**src/rtl/sonar_uart_tx_if.sv**
```systemverilog
// sonar_uart_tx_if -- request/status/serial bundle for the sonar UART transmitter.
//   start     : request to send one sonar frame (master -> slave)
//   distance  : 16-bit unsigned range in inches, captured on accept (master -> slave)
//   busy      : frame is being converted or sent (slave -> master)
//   done      : one-cycle pulse marking the end of a frame (slave -> master)
//   tx        : UART serial line, idle high (slave -> master)
interface sonar_uart_tx_if;
  logic        start;
  logic [15:0] distance;
  logic        busy;
  logic        done;
  logic        tx;

  modport master (output start, output distance, input busy, input done, input tx);
  modport slave  (input start, input distance, output busy, output done, output tx);
endinterface

```
**src/rtl/sonar_uart_tx.sv**
```systemverilog
// sonar_uart_tx -- sends a sonar range reading as the ASCII frame "R<h><t><u>\r".
//   Distance is saturated to 999, converted to BCD by repeated subtraction,
//   then shifted out as 8N1 (or 8E1) UART bytes with no inter-byte gap.
// Ports:
//   clk   : system clock, rising edge
//   reset : synchronous, active-high
//   bus   : sonar_uart_tx_if.slave (start, distance, busy, done, tx)
// Parameters:
//   CLK_HZ : clock frequency in Hz
//   BAUD   : serial bit rate; bit period is CLK_HZ/BAUD cycles (truncated)
// Build option:
//   SONAR_UART_TX_PARITY_EN : when defined, an even-parity bit follows data bit 7.
module sonar_uart_tx #(
  parameter int unsigned CLK_HZ = 50000000,
  parameter int unsigned BAUD   = 9600
) (
  input  logic             clk,
  input  logic             reset,
  sonar_uart_tx_if.slave   bus
);

  localparam int unsigned DIV = CLK_HZ / BAUD;
  localparam int unsigned TW  = (DIV > 1) ? $clog2(DIV) : 1;
  localparam logic [TW-1:0] DIV_M1 = TW'(DIV - 1);

`ifdef SONAR_UART_TX_PARITY_EN
  // Bit index 8 is the parity slot.
  localparam int unsigned BW = 4;
  localparam logic [BW-1:0] LAST_BIT = 4'd8;
`else
  localparam int unsigned BW = 3;
  localparam logic [BW-1:0] LAST_BIT = 3'd7;
`endif

  typedef enum logic [2:0] {S_IDLE, S_CONV, S_START, S_DATA, S_STOP} state_t;

  state_t        state_q, state_d;
  logic [TW-1:0] timer_q, timer_d;
  logic [2:0]    byte_q,  byte_d;
  logic [BW-1:0] bit_q,   bit_d;
  logic [9:0]    rem_q,   rem_d;
  logic [3:0]    hund_q,  hund_d;
  logic [3:0]    tens_q,  tens_d;
  logic          tx_q,    tx_d;
  logic          busy_q,  busy_d;
  logic          done_q,  done_d;

  logic          bit_end;
  logic [7:0]    cur_byte;
  logic [BW-1:0] nbit;
  logic          nbit_val;

  assign bit_end = (timer_q == DIV_M1);
  assign nbit    = bit_q + BW'(1);

  // Byte under transmission; units digit is whatever remains after subtraction.
  always_comb begin
    case (byte_q)
      3'd0:    cur_byte = 8'h52;
      3'd1:    cur_byte = {4'h3, hund_q};
      3'd2:    cur_byte = {4'h3, tens_q};
      3'd3:    cur_byte = {4'h3, rem_q[3:0]};
      default: cur_byte = 8'h0D;
    endcase
  end

  always_comb begin
`ifdef SONAR_UART_TX_PARITY_EN
    nbit_val = (nbit == 4'd8) ? ^cur_byte : cur_byte[nbit[2:0]];
`else
    nbit_val = cur_byte[nbit[2:0]];
`endif
  end

  // tx is registered: each branch computes the line level for the next cycle,
  // so the line changes only on clock edges.
  always_comb begin
    state_d = state_q;
    timer_d = timer_q;
    byte_d  = byte_q;
    bit_d   = bit_q;
    rem_d   = rem_q;
    hund_d  = hund_q;
    tens_d  = tens_q;
    tx_d    = tx_q;
    busy_d  = busy_q;
    done_d  = 1'b0;

    case (state_q)
      S_IDLE: begin
        tx_d   = 1'b1;
        busy_d = 1'b0;
        if (bus.start) begin
          rem_d   = (bus.distance > 16'd999) ? 10'd999 : bus.distance[9:0];
          hund_d  = '0;
          tens_d  = '0;
          byte_d  = '0;
          bit_d   = '0;
          timer_d = '0;
          busy_d  = 1'b1;
          state_d = S_CONV;
        end
      end
      S_CONV: begin
        tx_d = 1'b1;
        if (rem_q >= 10'd100) begin
          rem_d  = rem_q - 10'd100;
          hund_d = hund_q + 4'd1;
        end else if (rem_q >= 10'd10) begin
          rem_d  = rem_q - 10'd10;
          tens_d = tens_q + 4'd1;
        end else begin
          tx_d    = 1'b0;
          timer_d = '0;
          state_d = S_START;
        end
      end
      S_START: begin
        if (bit_end) begin
          timer_d = '0;
          bit_d   = '0;
          tx_d    = cur_byte[0];
          state_d = S_DATA;
        end else begin
          timer_d = timer_q + TW'(1);
        end
      end
      S_DATA: begin
        if (bit_end) begin
          timer_d = '0;
          if (bit_q == LAST_BIT) begin
            tx_d    = 1'b1;
            state_d = S_STOP;
          end else begin
            bit_d = nbit;
            tx_d  = nbit_val;
          end
        end else begin
          timer_d = timer_q + TW'(1);
        end
      end
      S_STOP: begin
        if (bit_end) begin
          timer_d = '0;
          if (byte_q == 3'd4) begin
            byte_d  = '0;
            tx_d    = 1'b1;
            busy_d  = 1'b0;
            done_d  = 1'b1;
            state_d = S_IDLE;
          end else begin
            byte_d  = byte_q + 3'd1;
            tx_d    = 1'b0;
            state_d = S_START;
          end
        end else begin
          timer_d = timer_q + TW'(1);
        end
      end
      default: begin
        tx_d    = 1'b1;
        state_d = S_IDLE;
      end
    endcase
  end

  always_ff @(posedge clk) begin
    if (reset) begin
      state_q <= S_IDLE;
      timer_q <= '0;
      byte_q  <= '0;
      bit_q   <= '0;
      rem_q   <= '0;
      hund_q  <= '0;
      tens_q  <= '0;
      tx_q    <= 1'b1;
      busy_q  <= 1'b0;
      done_q  <= 1'b0;
    end else begin
      state_q <= state_d;
      timer_q <= timer_d;
      byte_q  <= byte_d;
      bit_q   <= bit_d;
      rem_q   <= rem_d;
      hund_q  <= hund_d;
      tens_q  <= tens_d;
      tx_q    <= tx_d;
      busy_q  <= busy_d;
      done_q  <= done_d;
    end
  end

  assign bus.tx   = tx_q;
  assign bus.busy = busy_q;
  assign bus.done = done_q;

endmodule
```
**src/flat_wrapper.sv**
```systemverilog
// flat-port wrapper written by rule: the top's interface ports become plain ports
module sonar_uart_tx_flat 
#(
  parameter int unsigned CLK_HZ = 50000000,
  parameter int unsigned BAUD   = 9600
)
  (clk, reset, bus_start, bus_distance, bus_busy, bus_done, bus_tx);
  sonar_uart_tx_if bus_i ();
  input  logic clk;
  input  logic reset;
  input wire logic [$bits(bus_i.start)-1:0] bus_start;
  input wire logic [$bits(bus_i.distance)-1:0] bus_distance;
  output wire logic [$bits(bus_i.busy)-1:0] bus_busy;
  output wire logic [$bits(bus_i.done)-1:0] bus_done;
  output wire logic [$bits(bus_i.tx)-1:0] bus_tx;
  assign bus_i.start = bus_start;
  assign bus_i.distance = bus_distance;
  assign bus_busy = bus_i.busy;
  assign bus_done = bus_i.done;
  assign bus_tx = bus_i.tx;
  sonar_uart_tx #(.CLK_HZ(CLK_HZ), .BAUD(BAUD)) u_core (.clk(clk), .reset(reset), .bus(bus_i));
endmodule
```
**config.mk**
```make
export PLATFORM = sky130hd
export DESIGN_NAME = sonar_uart_tx_flat
export DESIGN_NICKNAME = d
export VERILOG_FILES = /design/src/rtl/sonar_uart_tx_if.sv /design/src/rtl/sonar_uart_tx.sv /design/src/flat_wrapper.sv
export SDC_FILE = /design/constraint.sdc
export NUM_CORES = 1
export LEC_CHECK = 0
export CORE_AREA = 3 3 81 83
export DETAILED_ROUTE_END_ITERATION = 10
export DIE_AREA = 0 0 84 86
export PLACE_DENSITY = 0.68
export SETUP_SLACK_MARGIN = 0.05
export SLEW_MARGIN = 20
export SYNTH_ARGS = -nofsm -noshare
export SYNTH_HDL_FRONTEND = slang
export SYNTH_SLANG_ARGS = --single-unit
```
**constraint.sdc**
```tcl
create_clock -name clk -period 8.23 [get_ports clk]
set_input_delay 1.646 -clock clk [delete_from_list [all_inputs] [get_ports clk]]
set_output_delay 1.646 -clock clk [all_outputs]
set_load 0.05 [all_outputs]
```
# After elaboration in Yosys (flattened, before gate mapping)
# Cells that the tools add are included.
# word_totals
register_bits,43
inputBits,19
out_inout_bits,3
# op_classes
n_addsub,7
order_cmp,4
eq_ne,22
mux,48
bitwise,2
reduce_logical,17
# op_table
op,count
2-to-1 mux 13 bit,4
2-to-1 mux 10 bit,4
2-to-1 mux 3 bit,13
one-hot mux 13 bit (3 select lines),1
one-hot mux 7 bit (4 select lines),1
one-hot mux 10 bit (2 select lines),1
"greater-than comparator 16 x 10 -> 1 bit, second input constant",1
2-to-1 mux 4 bit,4
one-hot mux 4 bit (2 select lines),2
one-hot mux 3 bit (5 select lines),1
AND reduction 3 bit,5
"inequality test 2 x 1 -> 1 bit, second input constant",7
"adder 13 x 1 -> 13 bit, second input constant",1
"equality test 13 bit, second input constant",1
"equality test 3 x 2 -> 1 bit, second input constant",4
2-to-1 mux 1 bit,11
"greater-or-equal comparator 10 x 4 -> 1 bit, second input constant",1
"greater-or-equal comparator 10 x 7 -> 1 bit, second input constant",1
"subtractor 10 x 4 -> 10 bit, second input constant",1
"subtractor 10 x 7 -> 10 bit, second input constant",1
"equality test 3 bit, second input constant",3
one-hot mux 3 bit (3 select lines),1
"adder 4 x 1 -> 4 bit, second input constant",2
"inequality test 2 bit, second input constant",4
other kinds (17),25

# Logic depth before layout (Yosys ltp)
# logic_depth
ltp_word,7
mapped_depth,9
depth_no_buf,7

# Worst setup path after synthesis
# OpenSTA, ideal clock, no wires.
# synth_path
kind,input to register
startpoint,in bus_distance[12]
endpoint,reg u_core.rem_q[4]
setup_time_ps,87
arrival_time_ps,2993
t_required_ps,8143
setup_slack_ps,5150
cell_stages,5
path_buffers,0
cell_sequence,nor4_1 > nand2_1 > or4b_2 > and3_1 > o31ai_1
# synth_between
elab_chain_len,4
# synth_rtl
element,line,text
from (decl),flat_wrapper.sv:12,input wire logic [$bits(bus_i.distance)-1:0] bus_distance;
greater-than comparator 16 x 10 -> 1 bit,sonar_uart_tx.sv:94,rem_d = (bus.distance > 16'd999) ? 10'd999 : bus.distance[9:0];
2-to-1 mux 10 bit,sonar_uart_tx.sv:94,
2-to-1 mux 10 bit,sonar_uart_tx.sv:93,if (bus.start) begin
one-hot mux 10 bit (2 select lines),sonar_uart_tx.sv:89,case (state_q)
to (signal assigned),sonar_uart_tx.sv:184,rem_q <= rem_d;
to (decl),sonar_uart_tx.sv:41,"logic [9:0] rem_q, rem_d;"
# No other way between the ends. The select of a mux whose other input is x is not followed.
# A chain may end at the register's enable or synchronous reset.

# Worst setup path after layout
# layout_path
startpoint,in bus_start
endpoint,reg u_core.timer_q[7]
# layout_between
elab_chain_len,2
# layout_rtl
element,line,text
from (decl),flat_wrapper.sv:11,input wire logic [$bits(bus_i.start)-1:0] bus_start;
inequality test 2 bit (no line),-,
AND reduction 4 bit (no line),-,
to (signal assigned),sonar_uart_tx.sv:181,timer_q <= timer_d;
to (decl),sonar_uart_tx.sv:38,"logic [TW-1:0] timer_q, timer_d;"
# No other way between the ends.

==> results by group <==
Power
  – Max VDD drop: 0.1350 mV
  – Pwr Density: 288.5 nW/µm²
  – Total power: 941.4 µW
  – Static leakage: 0.001119 µW

Die
  – Io pins: 22
  – Num rows: 28
  – Die area: 7224 µm²
  – Core footprint: 5921 µm²
  – Die W: 84 µm
  – Chip height: 86 µm
  – Initial core utilization: 48.82%

Synth
  – Synth area leader: dfxtp_1
  – Post-synth EDFFs: 0
  – Commonest register cell after synthesis: dfxtp_1
  – Area share of the largest cell type after synthesis: 29.78%
  – Syn Nets: 398
  – Synth top area cells: dfxtp_1 30%, ha_1 6.9%, nor2_1 4.7%
  – Synth Instances: 363
  – Count leader, synth: dfxtp_1
  – Synthesis warning total: 0
  – Syn_area_per_cell: 7.962 µm²
  – Sequential share of the synthesized area: 29.78%
  – Ys async rst share: 0%
  – Seq cells post-synth: 43
  – Distinct cell type count after synthesis: 59
  – Synth top cells by count: 43 x dfxtp_1, 36 x nor2_1, 20 x clkbuf_1, 20 x nand2_1
  – Synthesized cell area: 2890 µm²

Layout
  – Fillers: 572
  – Area Growth Syn to Fin: 12.90%
  – Layout cells sized above 1: 8.245%
  – Antenna Cells: 0
  – Final nets: 410
  – Post-layout util: 55.11%

Route
  – Drt first pass iters: 5
  – WL/cell: 16.11 µm
  – DRC viols: 0
  – DR vias/cell: 6.268
  – ANT nets after route: 0
  – Vias: 2827
  – DR iter-0 viols: 372
  – Post-Route WL: 7.267 mm

Global routing
  – Largest net degree at the start of global routing: 37
  – Grt total ovfl: 0
  – GRT Resource Usage Total: 21.03%
  – Initial antenna violation count: 0
  – Global-route wire length before repair: 12.58 mm
  – Number of global-route vias before repair: 2570

Critical path
  – Worst Setup Start Kind: input pin
  – Worst r2r src: u_core.rem_q[2]
  – CP Capture Type: register
  – Crit path arrival time: 3.53 ns
  – R2r setup slk: 5.10 ns
  – Crit-path max FO: 8
  – Crit path from: bus_start
  – Critical Path RT: 8.47 ns
  – CP Class: in -> reg

Timing
  – Fin crit share: 40.01%
  – Worst Clk Skew: 0.007961 ns
  – Count of final setup violators: 0
  – F_max: 303.7 MHz
  – Fin Setup TNS: 0 ns
  – Worst slew pin tran: 0.8150 ns
  – Final Hold Violating Endpoints: 0
  – Pins over their slew limit: 0
  – Setup repair after global routing missed its margin: false
  – Worst slew margin: 45.17%
  – Post-layout min period: 3.293 ns
  – Worst setup margin: 4.937 ns

Clock tree
  – Root Buffer: clkbuf_8
  – Longest Clk Path Bufs: 2
  – # hold bufs at CTS: 0
  – CTS tree: yes
  – Total CTS buffers: 5
  – Cts repair resizes: 0
  – Sink Count: 43
  – Clock transition at path regs: 0.09 ns
  – Setup bufs post-CTS: 0
  – Clock latency at the later pin of the worst-skew pair: 0.30 ns
  – H-tree Lvls: 2

Placed design
  – Port Buf Inserts: 21
  – GPL Wtd Cong: 0.8318
  – Post-DP HPWL: 5.196 mm
  – Worst setup slack after placement: 4.615 ns

Run
  – Max Cap Violations: 0

Worst hold path
  – Type of the most critical hold path: reg -> reg
  – Hold Crit Start: u_core.bus.busy

Status
  – Status: complete, no violations
-- registers in the layout, summed over array words and instances, names as in the netlist --
register / count
u_core.hund_q: 4
u_core.bit_q: 3
u_core.rem_q: 10
u_core.bus.busy: 1
u_core.byte_q: 3
u_core.state_q: 3
u_core.tens_q: 4
u_core.bus.done: 1
u_core.bus.tx: 1
u_core.timer_q: 13
-- worst max-delay path: stages --
cell and delay (ns):
clkdlybuf4s50_1 0.52, or4_1 0.15, nand2_1 0.17, or3_4 0.43, or4b_1 0.47, a21oi_1 0.14
-- metal layers --
layer | global-route usage (%) | vias up | part of all wire, %
met5 | 0 | - | 0
met3 | 3.266 | 5 | 5.7
met2 | 33.77 | 84 | 48
met4 | 4.240 | 0 | 0.65
met1 | 30.03 | 1354 | 46
li1 | - | 1384 | -
-- through the flow --
step	std cells	cell area, µm²	hold slack, ns
after floorplan	363	2890	0.4579
after global placement	443	3151	0.4730
after detailed placement	443	3151	0.4843
after CTS	451	3263	0.4963
after global routing	451	3263	0.5302
final	451	3263	0.4943
-- cell type report --
| cell class | instances | area [µm²] | share of cell area, % |
|---|---|---|---|
| sequential | 43 | 860.8 | 26.38 |
| clock inverter | 3 | 43.79 | 1.342 |
| clock buffer | 5 | 68.82 | 2.109 |
| inverter | 11 | 41.29 | 1.265 |
| timing repair buffer | 26 | 247.7 | 7.592 |
| tap | 75 | 93.84 | 2.876 |
| multi-input combinational | 288 | 1907 | 58.44 |
-- logic make-up after synthesis --
group                    count (synthesis)  share of synthesized area (%)
AO/OA/AOI/OAI                           96                          22.90
adder cells (fa/ha/maj)                 16                          6.926
XOR/XNOR                                12                          3.636
AND/OR/NAND/NOR                        157                          29.78
buffers and inverters                   32                          4.416
multiplexers                             7                          2.554
flip-flops                              43                          29.78
-- report_power, final --
| part | total, µW | internal (µW) | switching [µW] |
|---|---|---|---|
| Combinational | 461 | 181 | 280 |
| Sequential | 311 | 242 | 68.4 |
| Clock | 169 | 90.5 | 79.0 |
| Total | 941 | 514 | 427 |
-- worst paths after layout --
check	endpoint	cells after the start
setup / recovery	u_core.timer_q[7]	6
hold / removal	u_core.bus.busy	2
setup reg to reg	u_core.timer_q[7]	7
hold reg to reg	u_core.bus.busy	2
-- placed cells by master (no fill, tap or decap), types with 3 or more instances in the layout --
cell type,count
and3_1,5
nor3_1,18
a31oi_1,8
nor2_1,36
nor4_1,9
o21ai_0,19
o31ai_1,3
a211oi_1,3
or2_2,3
a221oi_1,4
ha_1,16
nand4_1,4
nand2b_1,5
buf_4,5
and2_1,3
clkdlybuf4s50_1,21
nand2_1,20
nor4b_1,3
mux2_2,3
nor2b_1,9
xnor2_1,11
nand3_1,13
o211ai_1,4
o21a_1,4
clkbuf_8,5
dfxtp_1,43
or4_1,3
o32ai_1,4
nand3b_1,3
a21oi_1,19
or3_1,9
inv_1,11
mux2i_1,4
a21o_1,3
No activity file was read; power rests on OpenSTA's default activity.
